`src/rtl/packet_pkg.sv`:
```
// Shared types and helpers for the switch egress packet path.
package packet_pkg;

  localparam int unsigned NUM_PORTS = 4;
  localparam int unsigned SRC_W     = 4;
  localparam int unsigned DATA_W    = 8;

  typedef struct packed {
    logic [1:0] src_idx;
    logic [7:0] data;
  } rx_entry_t;

  function automatic logic is_onehot(input logic [SRC_W-1:0] oh);
    return $countones(oh) == 1;
  endfunction

  function automatic logic [1:0] onehot_to_idx(input logic [SRC_W-1:0] oh);
    logic [1:0] idx;
    idx = '0;
    for (int i = 0; i < SRC_W; i++) begin
      if (oh[i]) idx = 2'(i);
    end
    return idx;
  endfunction

endpackage

```
`src/rtl/sync_fifo.sv`:
```
// Single-clock FIFO; extra pointer bit separates full from empty. A push while
// full is accepted when a pop happens on the same edge.
module sync_fifo #(
  parameter int unsigned WIDTH = 10,
  parameter int unsigned DEPTH = 8
) (
  input  logic             clk,
  input  logic             rst,
  input  logic             push_i,
  input  logic             pop_i,
  input  logic [WIDTH-1:0] din_i,
  output logic [WIDTH-1:0] dout_o,
  output logic             full_o,
  output logic             empty_o
);

  localparam int unsigned AW = $clog2(DEPTH);

  logic [WIDTH-1:0] mem_q [DEPTH];
  logic [AW:0]      wr_ptr_q, rd_ptr_q;
  logic             do_push, do_pop;

  assign empty_o = (wr_ptr_q == rd_ptr_q);
  assign full_o  = (wr_ptr_q[AW] != rd_ptr_q[AW]) &&
                   (wr_ptr_q[AW-1:0] == rd_ptr_q[AW-1:0]);
  assign do_pop  = pop_i & ~empty_o;
  assign do_push = push_i & (~full_o | do_pop);
  assign dout_o  = mem_q[rd_ptr_q[AW-1:0]];

  always_ff @(posedge clk or posedge rst) begin
    if (rst) begin
      wr_ptr_q <= '0;
      rd_ptr_q <= '0;
    end else begin
      if (do_push) wr_ptr_q <= wr_ptr_q + 1'b1;
      if (do_pop)  rd_ptr_q <= rd_ptr_q + 1'b1;
    end
  end

  always_ff @(posedge clk) begin
    if (do_push) mem_q[wr_ptr_q[AW-1:0]] <= din_i;
  end

endmodule

```
`src/rtl/port_egress_rx.sv`:
```
// Egress-port receiver: routing checks, FIFO buffering toward a consumer and
// saturating per-source / drop / error statistics.
module port_egress_rx
  import packet_pkg::*;
#(
  parameter int unsigned PORT_ID = 0,
  parameter int unsigned DEPTH   = 8,
  parameter int unsigned CNT_W   = 16
) (
  input  logic                 clk,
  input  logic                 rst,
  input  logic                 pkt_valid_i,
  input  logic [SRC_W-1:0]     pkt_source_i,
  input  logic [SRC_W-1:0]     pkt_target_i,
  input  logic [DATA_W-1:0]    pkt_data_i,
  output logic                 rd_valid_o,
  input  logic                 rd_ready_i,
  output logic [1:0]           rd_src_idx_o,
  output logic [DATA_W-1:0]    rd_data_o,
  input  logic                 clear_stats_i,
  output logic [4*CNT_W-1:0]   src_cnt_o,
  output logic [CNT_W-1:0]     drop_cnt_o,
  output logic [CNT_W-1:0]     err_cnt_o,
  output logic                 overflow_o,
  output logic                 misroute_o
);

  function automatic logic [CNT_W-1:0] sat_inc(input logic [CNT_W-1:0] v);
    return (&v) ? v : v + CNT_W'(1);
  endfunction

  rx_entry_t push_entry, head;
  logic      fifo_full, fifo_empty;
  logic      src_ok, tgt_ok, good, pop, push, drop, err, misroute_evt;

  logic [CNT_W-1:0] src_cnt_q [NUM_PORTS];
  logic [CNT_W-1:0] drop_cnt_q, err_cnt_q;
  logic             overflow_q, misroute_q;

  assign src_ok       = is_onehot(pkt_source_i);
  assign tgt_ok       = pkt_target_i[PORT_ID];
  assign good         = pkt_valid_i & src_ok & tgt_ok;
  assign pop          = rd_valid_o & rd_ready_i;
  assign push         = good & (~fifo_full | pop);
  assign drop         = good & fifo_full & ~pop;
  assign err          = pkt_valid_i & ~(src_ok & tgt_ok);
  assign misroute_evt = pkt_valid_i & src_ok & ~tgt_ok;

  assign push_entry.src_idx = onehot_to_idx(pkt_source_i);
  assign push_entry.data    = pkt_data_i;

  sync_fifo #(
    .WIDTH ($bits(rx_entry_t)),
    .DEPTH (DEPTH)
  ) u_fifo (
    .clk     (clk),
    .rst     (rst),
    .push_i  (push),
    .pop_i   (pop),
    .din_i   (push_entry),
    .dout_o  (head),
    .full_o  (fifo_full),
    .empty_o (fifo_empty)
  );

  // Head fields forced to zero while empty so stale RAM never leaks out.
  assign rd_valid_o   = ~fifo_empty;
  assign rd_src_idx_o = rd_valid_o ? head.src_idx : '0;
  assign rd_data_o    = rd_valid_o ? head.data : '0;

  always_ff @(posedge clk or posedge rst) begin
    if (rst) begin
      for (int i = 0; i < NUM_PORTS; i++) src_cnt_q[i] <= '0;
      drop_cnt_q <= '0;
      err_cnt_q  <= '0;
      overflow_q <= 1'b0;
      misroute_q <= 1'b0;
    end else if (clear_stats_i) begin
      for (int i = 0; i < NUM_PORTS; i++) src_cnt_q[i] <= '0;
      drop_cnt_q <= '0;
      err_cnt_q  <= '0;
      overflow_q <= 1'b0;
      misroute_q <= 1'b0;
    end else begin
      if (push) src_cnt_q[push_entry.src_idx] <= sat_inc(src_cnt_q[push_entry.src_idx]);
      if (drop) begin
        drop_cnt_q <= sat_inc(drop_cnt_q);
        overflow_q <= 1'b1;
      end
      if (err)          err_cnt_q  <= sat_inc(err_cnt_q);
      if (misroute_evt) misroute_q <= 1'b1;
    end
  end

  always_comb begin
    src_cnt_o = '0;
    for (int i = 0; i < NUM_PORTS; i++) src_cnt_o[i*CNT_W +: CNT_W] = src_cnt_q[i];
  end

  assign drop_cnt_o = drop_cnt_q;
  assign err_cnt_o  = err_cnt_q;
  assign overflow_o = overflow_q;
  assign misroute_o = misroute_q;

endmodule

```
`config.mk`:
```
export PLATFORM = sky130hd
export DESIGN_NAME = port_egress_rx
export DESIGN_NICKNAME = d
export VERILOG_FILES = /design/src/rtl/packet_pkg.sv /design/src/rtl/sync_fifo.sv /design/src/rtl/port_egress_rx.sv
export SDC_FILE = /design/constraint.sdc
export NUM_CORES = 1
export LEC_CHECK = 0
export ABC_AREA = 1
export CAP_MARGIN = 20
export CORE_ASPECT_RATIO = 0.5
export CORE_UTILIZATION = 45
export CTS_CLUSTER_DIAMETER = 120
export DETAILED_ROUTE_END_ITERATION = 6
export PLACE_DENSITY = 0.71
export SYNTH_ARGS = -nofsm -noshare
export SYNTH_HDL_FRONTEND = slang
export SYNTH_SLANG_ARGS = --single-unit
```
`constraint.sdc`:
```
create_clock -name clk -period 3.8 [get_ports clk]
set_input_delay 1.14 -clock clk [delete_from_list [all_inputs] [get_ports clk]]
set_output_delay 1.14 -clock clk [all_outputs]
set_load 0.005 [all_outputs]
```
; After elaboration in Yosys (flattened, before gate mapping)
; Memories as Yosys holds them, arrays and structs flattened.
; Index checks and enable logic that the tools add are counted.
[word_totals]
register_bits = 106
latch_bits = 0
ramBits = 80
mem_bits_ro = 0
inputBits = 21
out_inout_bits = 109
elab_cells = 83
n_memories = 1
[mem_list]
columns = memory, depth, word_bits, rd, rd_clocked_by_memory_dff, wr, line_no
row1 = u_fifo.mem_q, 8, 10, 1, 0, 1, sync_fifo.sv:19  ; logic [WIDTH-1:0] mem_q [DEPTH];
[classes]
addsub = 8
multipliers = 0
n_div = 0
magnitude_cmp = 2
eq_ne = 6
n_shift = 0
muxes = 26
n_bitwise = 19
n_reduce_logical = 11
[ops]
columns = operator, n
row1 = 2-to-1 mux 16 bit, 10
row2 = 2-to-1 mux 64 bit, 2
row3 = bitwise mux 64 bit, 1
row4 = "adder 16 x 1 -> 16 bit, second input constant", 3
row5 = AND reduction 16 bit, 3
row6 = binary-select mux 16 bit (select 2 bit), 1
row7 = demux 16 bit (select 2 bit), 1
row8 = bitwise AND 1 bit, 11
row9 = "adder 4 x 1 -> 4 bit, second input constant", 2
row10 = 2-to-1 mux 8 bit, 1
row11 = nonzero test 2 bit, 4
row12 = 2-to-1 mux 1 bit, 7
row13 = 2-to-1 mux 2 bit, 3
row14 = NOT 1 bit, 5
row15 = adder 1 x 1 -> 2 bit, 2
row16 = == test 4 bit, 1
row17 = "inequality test 2 bit, second input constant", 2
row18 = AND reduction 2 bit, 2
row19 = adder 2 x 2 -> 3 bit, 1
row20 = "== test 3 x 1 -> 1 bit, second input constant", 1
row21 = == test 3 bit, 1
row22 = ">= comparator 3 bit, second input constant", 1
row23 = "less-than comparator 3 x 1 -> 1 bit, second input constant", 1
row24 = NOT 2 -> 3 bit, 1
row25 = 3 further kinds, 5

; Logic depth before layout (Yosys ltp)
[logic_depth]
ltp_word = 12
mapped_depth = 18
ltp_nobuf = 16

; Cells and area by module
; Synthesis repeated with hierarchy kept, for this count alone.
[unflattened]
cells_unflattened = 1141
area_unflattened_um2 = 9545.4
[modules_own_cells]
columns = module, instances, cells_per_inst, area_each_um2, seq_area_each_um2
row1 = port_egress_rx, 1, 833, 5889.4, 2452.4
row2 = sync_fifo, 1, 308, 3656.0, 2602.5

; Worst setup path after synthesis
; OpenSTA, ideal clock, no wires.
[synth_timing]
path_type = input -> register
startpoint = in pkt_source_i[1]
endpoint = mem u_fifo.mem_q[7][0] (enable)
setup_ps = 394
t_arrival_ps = 4026
path_slack_ps = -620
cell_stages = 14
path_buffers = 2
path_cell_list = buf_4 > inv_2 > buf_6 > fa_1 > inv_1 > ha_1 > ha_1 > nor3b_1 > nand3_1 > inv_1 > nand2_1 > inv_1 > nand2_1 > nor3_1
[synth_via]
elab_chain_len = 9
[synth_lines]
columns = item, line_no
row1 = from (decl), port_egress_rx.sv:13  ; input logic [SRC_W-1:0] pkt_source_i,
row2 = adder 1 x 1 -> 2 bit (not written as such), packet_pkg.sv:14  ; return $countones(oh) == 1;
row3 = adder 2 x 2 -> 3 bit (not written as such), packet_pkg.sv:14
row4 = == test 3 x 1 -> 1 bit, packet_pkg.sv:14
row5 = bitwise AND 1 bit (2 in a row), port_egress_rx.sv:42  ; assign good = pkt_valid_i & src_ok & tgt_ok;
row6 = bitwise AND 1 bit, port_egress_rx.sv:44  ; assign push = good & (~fifo_full | pop);
row7 = bitwise AND 1 bit, sync_fifo.sv:27  ; assign do_push = push_i & (~full_o | do_pop);
row8 = 2-to-1 mux 1 bit, sync_fifo.sv:41  ; if (do_push) mem_q[wr_ptr_q[AW-1:0]] <= din_i;
row9 = 2-to-1 mux 1 bit (not written as such), sync_fifo.sv:41
row10 = to (decl), sync_fifo.sv:19
; No other way between the ends.

; Final worst setup path
[layout_timing]
startpoint = in pkt_source_i[1]
endpoint = mem u_fifo.mem_q[0][0] (enable)
; Same word-level chain as after synthesis.

==> reports/summary.txt <==
hold_buf cts = 0
clock network latency to the later pin of the worst-skew pair = 0.44 ns
number of buffers added by the clock tree synthesis step = 17
sequential share of the synthesized area = 55.4%
clock tree from TritonCTS = done
CP max FO = 10
maximum clock skew at final layout = 0.00548 ns
final count of hold timing violations = 0
kind of launch point of the worst setup path = input port
number of nets in the final layout = 1,274
vias in the first global route = 7,613
post-synthesis cell area = 9120 um^2
Tightest Pin Transition = 0.684 ns
antenna-violating nets left = 0
top_reg_cell synth = dfrtp_1
hold_ws = 0.490 ns
Die Area = 20,900 um^2
Max stage delay cell, worst path = clkdlybuf4s50_1
Inserted Diodes = 0
Cell Rows = 36
Worst Path Required = 3.96 ns
global-route wire length before repair = 39,300 um
average instance area after synthesis = 8.53 um^2
number of top-level design ports = 130
total leakage power = 5.08 nW
deepest level of the CTS H-tree = 4
outcome = finished, final reports clean
list of cells traversed by the critical path = clkdlybuf4s50_1 > inv_2 > fa_1 > inv_1 > ha_2 > ha_4 > nor3b_4 > nand3_1 > inv_1 > nand2_2 > or2_4 > nor3_4 > buf_12
Via-to-Cell Ratio = 5.22
EDFF count, synth = 80
post-route clock period utilization = 95.8%
All-Layer GR Usage = 24.6%
worst rel slew slack = 54.4%
CP arrival = 3.80 ns
power per unit of standard cell area = 468 nW/um^2
number of library cell types mapped by synthesis = 36
Worst VDD drop = 0.317 mV
number of max-cap violations = 0
number of buffers on the longest clock path = 2
most common cell type on the critical path = inv_1
Final Setup Violations = 0
fin. max-slew vios = 0
total global routing overflow = 0
via count of the routed design = 7,948
largest net degree at the start of global routing = 33
first drt pass iteration count = 5
number of clock sinks = 186
Synth Register Bits = 186
proportion of netlist area held by the largest area contributor = 29.1%
total DRC errors in the routed layout = 0
root buffer cell = clkbuf_16
Placeable Area = 19,600 um^2
most area-hungry cell type in the Yosys netlist = dfrtp_1
Die Width = 203 um
worst min-delay path category = reg2reg
upper clock frequency limit = 0.275 GHz
number of antenna violations at the first check in global routing = 0
detailed-route wire length per cell = 16.3 um
unrepaired setup endpoints after global routing = false
share of post-route cells with drive strength above 1 = 12.6%
WS Path Type = in2reg
final-layout setup total negative slack = 0 ns
routed wire length = 24,900 um
clock slew seen by the registers of the worst setup and hold paths = 0.07 ns
global placer's final weighted congestion = 0.913
Yosys warning count = 0
post-route minimum period = 3.64 ns
Die Span Y = 103 um
sum of net half-perimeters after detailed placement = 17,400 um
Starting Density = 46.5%
post-route core utilization = 60.7%
number of nets in the synthesized netlist = 1,098
count of filler cells inserted in the layout = 1,742
area overhead of the layout relative to synthesis = 30.8%
CP endpoint kind = flop
top cells by area in the synthesized netlist = dfrtp_1, edfxtp_1, nand2_1
port bufs = 126
asr flop ratio synth = 57.0%
maximum single-stage delay on the critical path = 0.53 ns
count of mapped cells out of synthesis = 1,069
count of routing violations after the opening detailed-route iteration = 560
layout by cell type (no fill, tap or decap), drive strengths merged:
cell	instances
nand2	275
nor2	165
clkdlybuf4s50	125
inv	108
dfrtp	106
o21ai	99
nand3	81
edfxtp	80
buf	67
nor3	19
xor2	17
clkbuf	17
a21oi	15
o22ai	12
a31oi	10
or2	10
nand3b	9
nand4	8
clkinvlp	7
ha	7
clkinv	6
xnor2	4
nor4	4
bufinv	2
nor3b	2
o21a	1
fa	1
dlymetal6s2s	1
cells in the mapped netlist (all sizes together) (15+ instances only):
master  number
edfxtp      80
o21ai       99
nor3        19
buf         15
dfrtp      106
nor2       165
xor2        17
nand2      275
inv        105
a21oi       15
nand3       81
clkbuf      21
flip-flops by register name, indices dropped and copies added, names as in the netlist:
name and flops:
u_fifo.wr_ptr_q 4, src_cnt_o 64, drop_cnt_o 16, err_cnt_o 16
misroute_o 1, u_fifo.mem_q 80, u_fifo.rd_ptr_q 4, overflow_o 1
power breakdown:
part | switching, mW | leakage, nW | internal, mW
Clock | 0.835 | 0.282 | 0.985
Combinational | 0.878 | 2.62 | 0.643
Sequential | 0.0729 | 2.18 | 2.17
Total | 1.79 | 5.08 | 3.80
path summary, 6_finish.rpt:
path | to | slack (ns) | from | cells past startpoint
worst max-delay path | u_fifo.mem_q[0][0] | 0.16 | pkt_source_i[1] | 13
worst min-delay path | u_fifo.rd_ptr_q[3] | 0.49 | u_fifo.rd_ptr_q[3] | 1
worst max register to register | drop_cnt_o[12] | 1.60 | u_fifo.rd_ptr_q[1] | 12
worst min register to register | u_fifo.rd_ptr_q[3] | 0.49 | u_fifo.rd_ptr_q[3] | 1
max in group asynchronous | src_cnt_o[23] | 2.03 | rst | 3
min in group asynchronous | src_cnt_o[0] | 1.13 | rst | 2
routing by layer:
layer	track usage [%]	wire (um)	vias to the layer above
met5	0	0	-
met4	7.69	367	0
met3	5.03	1810	33
met2	41.3	11800	295
met1	32.5	10900	3779
li1	-	-	3841
layout make-up:
| cell class | instances | area, um^2 | share of cell area (%) |
|---|---|---|---|
| clock buffer | 17 | 425 | 3.57 |
| clock inverter | 15 | 166 | 1.39 |
| inverter | 108 | 419 | 3.51 |
| multi-input combinational | 739 | 3610 | 30.3 |
| sequential | 186 | 5060 | 42.4 |
| tap | 266 | 333 | 2.79 |
| timing repair buffer | 193 | 1920 | 16.1 |
critical path, delay by kind of cell:
family                   cells  cell delay, ns
buffers and inverters        5            0.88
AND/OR/NAND/NOR              5            0.89
adder cells (fa/ha/maj)      3            0.88
logic make-up after synthesis:
group	Yosys count	synth area share, %
fa+ha+maj	8	1.18
buf+inv	144	6.53
simple gates	573	27.0
xor+xnor	21	2.02
compound gates	137	7.89
flops	186	55.4
stage by stage:
| stage | area (um^2) | worst slack, ns | total power [mW] | std cells |
|---|---|---|---|---|
| after detailed placement | 11300 | -0.367 | 3.78 | 1490 |
| final | 11900 | 0.160 | 5.58 | 1524 |
| after global routing | 11900 | 0.00293 | 5.87 | 1524 |
| after floorplan | 9270 | 0.0250 | 3.15 | 1069 |
| after CTS | 11900 | 0.0800 | 5.60 | 1522 |
| after global placement | 11300 | -0.376 | 3.74 | 1490 |
repair_timing:
| action | 4_1_cts | 5_1_grt |
|---|---|---|
| gates resized for setup | 3 | 5 |
| setup endpoints to repair | 2 | 42 |
| gates cloned | 0 | 0 |
| buffers inserted | 0 | 2 |
Power figures use the tool's default switching activity.
